<file path="src/rtl/com_pkg.sv">
// Shared definitions for the com_* serial blocks: receiver state encoding,
// oversampling constants and the baud divisor rounding helper.
package com_pkg;

  typedef enum logic [2:0] {
    IDLE   = 3'd0,
    START  = 3'd1,
    DATA   = 3'd2,
    PARITY = 3'd3,
    STOP   = 3'd4,
    BREAK  = 3'd5
  } rx_state_e;

  localparam int OVERSAMPLE  = 16;
  localparam int SAMPLE_TICK = 9;

  // round(clk_freq / (OVERSAMPLE * baud)), never below 1
  function automatic int div_round(input int clk_freq, input int baud);
    int d;
    d = (clk_freq + (OVERSAMPLE / 2) * baud) / (OVERSAMPLE * baud);
    return (d < 1) ? 1 : d;
  endfunction

endpackage

</file>
<file path="src/rtl/com_uart_rx_if.sv">
// Bus-side port bundle of the serial receiver: FIFO read port and error flags.
interface com_uart_rx_if #(
    parameter int FIFO_DEPTH_LOG = 4
);
    // rx_avail is the valid; rd_en is a pop that takes effect at the clock edge
    // only while rx_avail=1. rd_data shows the head byte whenever rx_avail=1 and
    // the next head appears the cycle after a pop.
    logic                    rd_en;
    logic [7:0]              rd_data;
    logic                    rx_avail;
    logic [FIFO_DEPTH_LOG:0] fifo_count;
    logic                    frame_err;
    logic                    overrun;
    logic                    err_clr;

    modport master (
        output rd_en, err_clr,
        input  rd_data, rx_avail, fifo_count, frame_err, overrun
    );

    modport slave (
        input  rd_en, err_clr,
        output rd_data, rx_avail, fifo_count, frame_err, overrun
    );
endinterface

</file>
<file path="src/rtl/com_fifo.sv">
// Synchronous show-ahead FIFO: rd_data is the head entry, count reports occupancy.
module com_fifo #(
    parameter int WIDTH     = 8,
    parameter int DEPTH_LOG = 4
) (
    input  logic                 clk,
    input  logic                 rst,
    input  logic                 wr_en,
    input  logic [WIDTH-1:0]     wr_data,
    input  logic                 rd_en,
    output logic [WIDTH-1:0]     rd_data,
    output logic                 empty,
    output logic                 full,
    output logic [DEPTH_LOG:0]   count
);
    localparam int DEPTH = 1 << DEPTH_LOG;
    localparam logic [DEPTH_LOG:0] FULL_CNT = {1'b1, {DEPTH_LOG{1'b0}}};

    logic [WIDTH-1:0]     mem [DEPTH];
    logic [DEPTH_LOG-1:0] wr_ptr;
    logic [DEPTH_LOG-1:0] rd_ptr;
    logic                 do_push;
    logic                 do_pop;

    assign empty   = (count == '0);
    assign full    = (count == FULL_CNT);
    assign do_pop  = rd_en && !empty;
    // a full FIFO still accepts a write when the head leaves in the same cycle
    assign do_push = wr_en && (!full || do_pop);
    assign rd_data = empty ? '0 : mem[rd_ptr];

    always_ff @(posedge clk) begin
        if (do_push) mem[wr_ptr] <= wr_data;
    end

    always_ff @(posedge clk or posedge rst) begin
        if (rst) begin
            wr_ptr <= '0;
            rd_ptr <= '0;
            count  <= '0;
        end else begin
            if (do_push) wr_ptr <= wr_ptr + 1'b1;
            if (do_pop)  rd_ptr <= rd_ptr + 1'b1;
            case ({do_push, do_pop})
                2'b10:   count <= count + 1'b1;
                2'b01:   count <= count - 1'b1;
                default: count <= count;
            endcase
        end
    end
endmodule

</file>
<file path="src/rtl/com_uart_rx.sv">
// 16x-oversampled serial receiver feeding a show-ahead byte FIFO, 8N1 by default;
// defining UART_RX_PARITY_EN switches to 8E1 with a parity check.
module com_uart_rx
    import com_pkg::*;
#(
    parameter int CLK_FREQ       = 50000000,
    parameter int BAUD           = 115200,
    parameter int FIFO_DEPTH_LOG = 4
) (
    input  logic          clk50M,
    input  logic          rst,
    input  logic          com_RxD,
    com_uart_rx_if.slave  bus,
    output rx_state_e     state_dbg
);
    localparam int DIV = div_round(CLK_FREQ, BAUD);
    localparam int PW  = (DIV > 1) ? $clog2(DIV) : 1;
    localparam int TW  = $clog2(OVERSAMPLE);
    localparam logic [PW-1:0] PRESC_LAST  = PW'(DIV - 1);
    localparam logic [TW-1:0] TICK_LAST   = TW'(OVERSAMPLE - 1);
    localparam logic [TW-1:0] TICK_SAMPLE = TW'(SAMPLE_TICK);

    logic                    sync1, sync2, sync_prev;
    logic [1:0]              hist;
    logic                    fall, tick, sample_now, vote, stop_hit;
    logic [PW-1:0]           presc;
    logic [TW-1:0]           tick_cnt;
    logic [2:0]              bit_idx;
    logic [7:0]              shreg;
    rx_state_e               state;
    logic                    push, fe_set, ovr_set;
    logic                    frame_err, overrun;
    logic                    fifo_empty, fifo_full;
    logic [7:0]              fifo_rd_data;
    logic [FIFO_DEPTH_LOG:0] fifo_count;
`ifdef UART_RX_PARITY_EN
    logic                    par_bad;
`endif

    always_ff @(posedge clk50M or posedge rst) begin
        if (rst) begin
            sync1     <= 1'b1;
            sync2     <= 1'b1;
            sync_prev <= 1'b1;
        end else begin
            sync1     <= com_RxD;
            sync2     <= sync1;
            sync_prev <= sync2;
        end
    end

    assign fall       = sync_prev && !sync2;
    assign tick       = (presc == PRESC_LAST);
    assign sample_now = tick && (tick_cnt == TICK_SAMPLE);
    // hist holds the line at ticks 7 and 8; sync2 is tick 9 when sample_now fires
    assign vote       = (hist[1] & hist[0]) | (hist[1] & sync2) | (hist[0] & sync2);

    always_ff @(posedge clk50M or posedge rst) begin
        if (rst)       hist <= 2'b11;
        else if (tick) hist <= {hist[0], sync2};
    end

    always_ff @(posedge clk50M or posedge rst) begin
        if (rst) begin
            state    <= IDLE;
            presc    <= '0;
            tick_cnt <= '0;
            bit_idx  <= '0;
            shreg    <= '0;
`ifdef UART_RX_PARITY_EN
            par_bad  <= 1'b0;
`endif
        end else begin
            if (tick) begin
                presc    <= '0;
                tick_cnt <= (tick_cnt == TICK_LAST) ? '0 : tick_cnt + 1'b1;
            end else begin
                presc    <= presc + 1'b1;
            end
            case (state)
                IDLE: if (fall) begin
                    state    <= START;
                    presc    <= '0;
                    tick_cnt <= '0;
                end
                START: if (sample_now) begin
                    state   <= vote ? IDLE : DATA;
                    bit_idx <= '0;
                end
                DATA: if (sample_now) begin
                    shreg   <= {vote, shreg[7:1]};
                    bit_idx <= bit_idx + 3'd1;
                    if (bit_idx == 3'd7) begin
`ifdef UART_RX_PARITY_EN
                        state <= PARITY;
`else
                        state <= STOP;
`endif
                    end
                end
`ifdef UART_RX_PARITY_EN
                PARITY: if (sample_now) begin
                    par_bad <= (vote != ^shreg);
                    state   <= STOP;
                end
`endif
                STOP: if (sample_now) begin
                    state   <= vote ? IDLE : BREAK;
`ifdef UART_RX_PARITY_EN
                    par_bad <= 1'b0;
`endif
                end
                BREAK: if (sync2) state <= IDLE;
                default: state <= IDLE;
            endcase
        end
    end

    always_comb begin
        stop_hit = (state == STOP) && sample_now;
`ifdef UART_RX_PARITY_EN
        push     = stop_hit && vote && !par_bad;
        fe_set   = stop_hit && (!vote || par_bad);
`else
        push     = stop_hit && vote;
        fe_set   = stop_hit && !vote;
`endif
        ovr_set  = push && fifo_full && !bus.rd_en;
    end

    // a new error in the same cycle as err_clr leaves the flag set
    always_ff @(posedge clk50M or posedge rst) begin
        if (rst) begin
            frame_err <= 1'b0;
            overrun   <= 1'b0;
        end else begin
            frame_err <= fe_set  ? 1'b1 : (bus.err_clr ? 1'b0 : frame_err);
            overrun   <= ovr_set ? 1'b1 : (bus.err_clr ? 1'b0 : overrun);
        end
    end

    com_fifo #(
        .WIDTH     (8),
        .DEPTH_LOG (FIFO_DEPTH_LOG)
    ) u_fifo (
        .clk     (clk50M),
        .rst     (rst),
        .wr_en   (push),
        .wr_data (shreg),
        .rd_en   (bus.rd_en),
        .rd_data (fifo_rd_data),
        .empty   (fifo_empty),
        .full    (fifo_full),
        .count   (fifo_count)
    );

    assign bus.rd_data    = fifo_rd_data;
    assign bus.rx_avail   = !fifo_empty;
    assign bus.fifo_count = fifo_count;
    assign bus.frame_err  = frame_err;
    assign bus.overrun    = overrun;
    assign state_dbg      = state;
endmodule

</file>
<file path="src/flat_wrapper.sv">
// flat-port wrapper written by rule: the top's interface ports become plain ports
module com_uart_rx_flat import com_pkg::*;
#(
    parameter int CLK_FREQ       = 50000000,
    parameter int BAUD           = 115200,
    parameter int FIFO_DEPTH_LOG = 4
)
  (clk50M, rst, com_RxD, state_dbg, bus_rd_en, bus_err_clr, bus_rd_data, bus_rx_avail, bus_fifo_count, bus_frame_err, bus_overrun);
  com_uart_rx_if #(.FIFO_DEPTH_LOG(FIFO_DEPTH_LOG)) bus_i ();
  input  logic clk50M;
  input  logic rst;
  input  logic com_RxD;
  output rx_state_e state_dbg;
  input wire logic [$bits(bus_i.rd_en)-1:0] bus_rd_en;
  input wire logic [$bits(bus_i.err_clr)-1:0] bus_err_clr;
  output wire logic [$bits(bus_i.rd_data)-1:0] bus_rd_data;
  output wire logic [$bits(bus_i.rx_avail)-1:0] bus_rx_avail;
  output wire logic [$bits(bus_i.fifo_count)-1:0] bus_fifo_count;
  output wire logic [$bits(bus_i.frame_err)-1:0] bus_frame_err;
  output wire logic [$bits(bus_i.overrun)-1:0] bus_overrun;
  assign bus_i.rd_en = bus_rd_en;
  assign bus_i.err_clr = bus_err_clr;
  assign bus_rd_data = bus_i.rd_data;
  assign bus_rx_avail = bus_i.rx_avail;
  assign bus_fifo_count = bus_i.fifo_count;
  assign bus_frame_err = bus_i.frame_err;
  assign bus_overrun = bus_i.overrun;
  com_uart_rx #(.CLK_FREQ(CLK_FREQ), .BAUD(BAUD), .FIFO_DEPTH_LOG(FIFO_DEPTH_LOG)) u_core (.clk50M(clk50M), .rst(rst), .com_RxD(com_RxD), .bus(bus_i), .state_dbg(state_dbg));
endmodule
</file>
<file path="config.mk">
export PLATFORM = sky130hd
export DESIGN_NAME = com_uart_rx_flat
export DESIGN_NICKNAME = d
export VERILOG_FILES = /design/src/rtl/com_pkg.sv /design/src/rtl/com_uart_rx_if.sv /design/src/rtl/com_fifo.sv /design/src/rtl/com_uart_rx.sv /design/src/flat_wrapper.sv
export SDC_FILE = /design/constraint.sdc
export NUM_CORES = 1
export LEC_CHECK = 0
export CORE_AREA = 10 10 127 129
export CTS_CLUSTER_SIZE = 8
export DETAILED_ROUTE_END_ITERATION = 16
export DIE_AREA = 0 0 137 139
export DONT_BUFFER_PORTS = 1
export GPL_TIMING_DRIVEN = 0
export HOLD_SLACK_MARGIN = 0.06
export PLACE_DENSITY = 0.74
export SLEW_MARGIN = 20
export SYNTH_ARGS = -nofsm -noshare
export SYNTH_HDL_FRONTEND = slang
export SYNTH_HIERARCHICAL = 1
export SYNTH_SLANG_ARGS = --single-unit
export TNS_END_PERCENT = 50
</file>
<file path="constraint.sdc">
create_clock -name clk50M -period 5 [get_ports clk50M]
set_input_delay 1 -clock clk50M [delete_from_list [all_inputs] [get_ports clk50M]]
set_output_delay 1 -clock clk50M [all_outputs]
set_load 0.01 [all_outputs]
</file>
==> flow_metrics.py <==
metrics = {
    "clock_network": {
        "clkSlewWorstSetupHoldPaths_ps": 60,
        "cts_resized": 0,
        "postCtsHoldBufs": 0,
        "insertion_delay_ps": 420,
        "cts.sinks": 171,
        "cts_root_buffer": "clkbuf_16",
        "cts_tree": "built",
        "post-cts-setup-buffer-count": 0,
        "cts_buffer_depth": 2,
        "cts_max_level": 4,
        "cts_made_buffers": 17,
    },
    "setup_path": {
        "cp_slowest_cell": "nor2_1",
        "reg2reg_to": "u_core/u_fifo/mem[14][3]",
        "r2r.worst_path.cells": 6,
        "required_ps": 5040,
        "crit_type": "register to register",
        "setup.worst_path.start": "u_core/state_dbg[1]",
        "rrSetupSlack_ps": 1200,
        "critPathMaxStageDelay_ps": 790,
        "crit_path_start_kind": "register",
        "endpoint": "u_core/u_fifo/mem[14][3]",
        "path_depth": 6,
        "arrival_ps": 3840,
        "cp_cell_sequence": "clkbuf_1 > or3b_2 > nor4b_2 > a21boi_1 > nand3_1 > nor2_1",
        "crit_buf_inv": 1,
        "regToRegStartpoint": "u_core/state_dbg[1]",
        "cp_max_fo": 10,
        "endpoint_kind": "register",
        "critPathTopFamily": "simple AND/OR/NAND/NOR gates",
    },
    "layout": {
        "final_common_cell": "edfxtp_1",
        "multi_input_comb_area_sq_um": 2232,
        "drive_above_1_share": 0.2111,
        "design_area_sq_um": 8139,
        "antenna_cells": 0,
        "fin_util": 0.5956,
        "nFillCells": 1029,
        "final_cell_mix": "128 x edfxtp_1, 38 x dfrtp_1, 32 x mux4_2",
        "area_growth_pct": 11.67,
        "seqCellArea_sq_um": 4926,
        "fin_nets": 476,
    },
    "placed_design": {
        "hpwl_um": 9159,
        "io_buffers": 0,
        "place_area_sq_um": 7569,
        "gp_congestion": 0.7743,
    },
    "timing": {
        "fin_worst_skew_ps": 5.820,
        "slew_violations": 0,
        "whs_ps": 357.4,
        "min_period_ps": 3803,
        "finalCritPeriodShare": 0.7606,
        "grt_setup_unrepaired": "no",
        "setup_viol_count_final": 0,
        "hold_viol_final": 0,
        "maxSlewHeadroom": 0.3547,
        "clock.fmax_mhz": 262.9,
        "worst_pin_slew_ps": 964.4,
        "tns_ps": 0,
    },
    "routing": {
        "drt-met1-wl_um": 5587,
        "num_vias": 3901,
        "viasPerCell": 6.011,
        "wire_per_inst_um": 21.11,
        "route.met3.wl_um": 1031,
        "antenna_left": 0,
        "drc": 0,
        "dr_wl_met2_um": 6849,
        "routed_wl_um": 13700,
        "drt_iter0_drc": 310,
        "highest_layer": "met4",
        "firstDrtPassIters": 5,
    },
    "die": {
        "start_util": 0.5333,
        "die_w_um": 137,
        "io_pins": 24,
        "die_h_um": 139,
        "coreArea_sq_um": 13670,
        "num_rows": 43,
        "die_area_sq_um": 19040,
    },
    "synthesis": {
        "seq_area_frac_synth": 0.6759,
        "synthCells": 433,
        "yosysTopAreaCell": "edfxtp_1",
        "ys.flop_type": "edfxtp_1",
        "netlist_top_cells_area": "edfxtp_1 53%, dfrtp_1 13%, mux4_2 9.9%",
        "synth.top_cell.area_share": 0.5274,
        "ys_warn_count": 6,
        "synth-edff-count": 128,
        "synthesis.area_sq_um": 7288,
        "synthArstFlopShare": 0.2515,
        "syn_nets": 453,
        "synth-seq-cells": 171,
        "syn_avg_cell_area_sq_um": 16.83,
        "netlist-cell-type-count": 58,
    },
    "global_routing": {
        "grt_overflow": 0,
        "first_global_vias": 3945,
        "grtUsageTotal": 0.1527,
        "grt_max_degree": 31,
        "grt_pass1_wl_um": 21900,
        "antenna_found_initial": 0,
    },
    "pwr": {
        "vdd_drop_max_uv": 240.1,
        "p_seq_frac": 0.460,
        "power_switching_share": 0.2789,
        "internal_power_uw": 2648,
        "p_per_area_nw_per_um2": 451.3,
        "pwr-share-comb": 0.202,
        "p_clk_frac": 0.338,
        "power_uw": 3673,
        "p_leak_uw": 0.003256,
        "net-switching-power_uw": 1025,
    },
    "hold_path": {
        "hp-class": "register to register",
    },
    "run": {
        "drv_cap": 0,
    },
    "outcome": {
        "outcome": "completed",
    },
}
Yosys cell counts, types with 2 or more instances:
cell,n
dfrtp_1,38
mux2_1,2
a32o_1,2
inv_1,18
nand2b_1,4
or3_1,2
xor2_1,4
nor2b_1,9
a211o_1,3
and3_1,4
a21o_1,4
nand3b_1,5
a21oi_1,7
xnor2_1,8
mux4_2,32
or4_1,2
nand3_1,6
edfxtp_1,128
clkbuf_1,7
mux2i_1,10
buf_2,6
nor2_1,18
nand2_1,11
ha_1,14
mux2_2,9
buf_1,5
a31oi_1,3
nor3b_1,2
o21ai_0,3
a211oi_1,19
nor4_1,10
dfstp_2,5
and2_1,8
metrics by stage:
stage          setup WS, ps  instances
6_report               1197        649
5_1_grt               993.9        649
4_1_cts                1249        649
3_5_place_dp           1273        617
3_3_place_gp          849.0        613
2_1_floorplan          1874        433
worst min path at each step:
stage | startpoint | end | slack [ps] | depth (start not counted)
6_report | u_core/sync1 | u_core/sync2 | 360 | 0
5_1_grt | u_core/sync1 | u_core/sync2 | 360 | 0
4_1_cts | u_core/sync1 | u_core/sync2 | 360 | 0
3_5_place_dp | u_core/sync1 | u_core/sync2 | 350 | 0
3_3_place_gp | u_core/sync1 | u_core/sync2 | 350 | 0
2_1_floorplan | u_core/sync1 | u_core/sync2 | 350 | 0
worst register-to-register path, cell delays in order (launching register included):
cell and delay, ps:
dfrtp_1 430, clkbuf_1 230, or3b_2 530, nor4b_2 680
a21boi_1 530, nand3_1 240, nor2_1 790
sequential cells by signal, summed over array words and instances (netlist names):
name	flops
u_core/sync_prev	1
u_core/bus.overrun	1
u_core/hist	2
u_core/presc	5
u_core/bit_idx	3
u_core/u_fifo/wr_ptr	4
u_core/sync1	1
u_core/u_fifo/count	5
u_core/shreg	8
u_core/bus.frame_err	1
u_core/u_fifo/rd_ptr	4
u_core/sync2	1
u_core/state_dbg	3
u_core/tick_cnt	4
u_core/u_fifo/mem	128
kinds of logic (layout without fill, tap and decap cells):
logic type,after synthesis,after routing,synth area share
DFF,171,171,0.6759
and+or+nand+nor,91,91,0.07605
muxes,53,53,0.1296
AOI/OAI and AO/OA,52,52,0.05459
buffers and inverters,38,74,0.02129
adders and majority gates,16,16,0.02815
xor gates and xnor gates,12,12,0.01442
final cells by class:
| cell class | instances | share of cell area |
|---|---|---|
| Sequential cell | 171 | 0.6052 |
| Multi-Input combinational cell | 224 | 0.2743 |
| Clock buffer | 26 | 0.06272 |
| Tap cell | 180 | 0.02767 |
| Buffer | 20 | 0.01076 |
| Inverter | 18 | 0.008301 |
| Clock inverter | 6 | 0.007379 |
| Timing Repair Buffer | 4 | 0.003689 |
per-layer routing:
layer	GRT usage	vias up
met4	0.05105	0
met2	0.2400	142
met3	0.04783	21
met1	0.1959	1991
li1	-	1747
met5	0	-
power groups by stage:
| stage | combinational [uW] | clock [uW] | sequential [uW] |
|---|---|---|---|
| after floorplan | 590 | 0 | 1690 |
| after global placement | 720 | 0 | 1710 |
| after detailed placement | 752 | 0 | 1720 |
| after CTS | 753 | 1270 | 1690 |
| after global routing | 818 | 1330 | 1700 |
| final | 743 | 1240 | 1690 |
(Power assumes the default switching activity.)
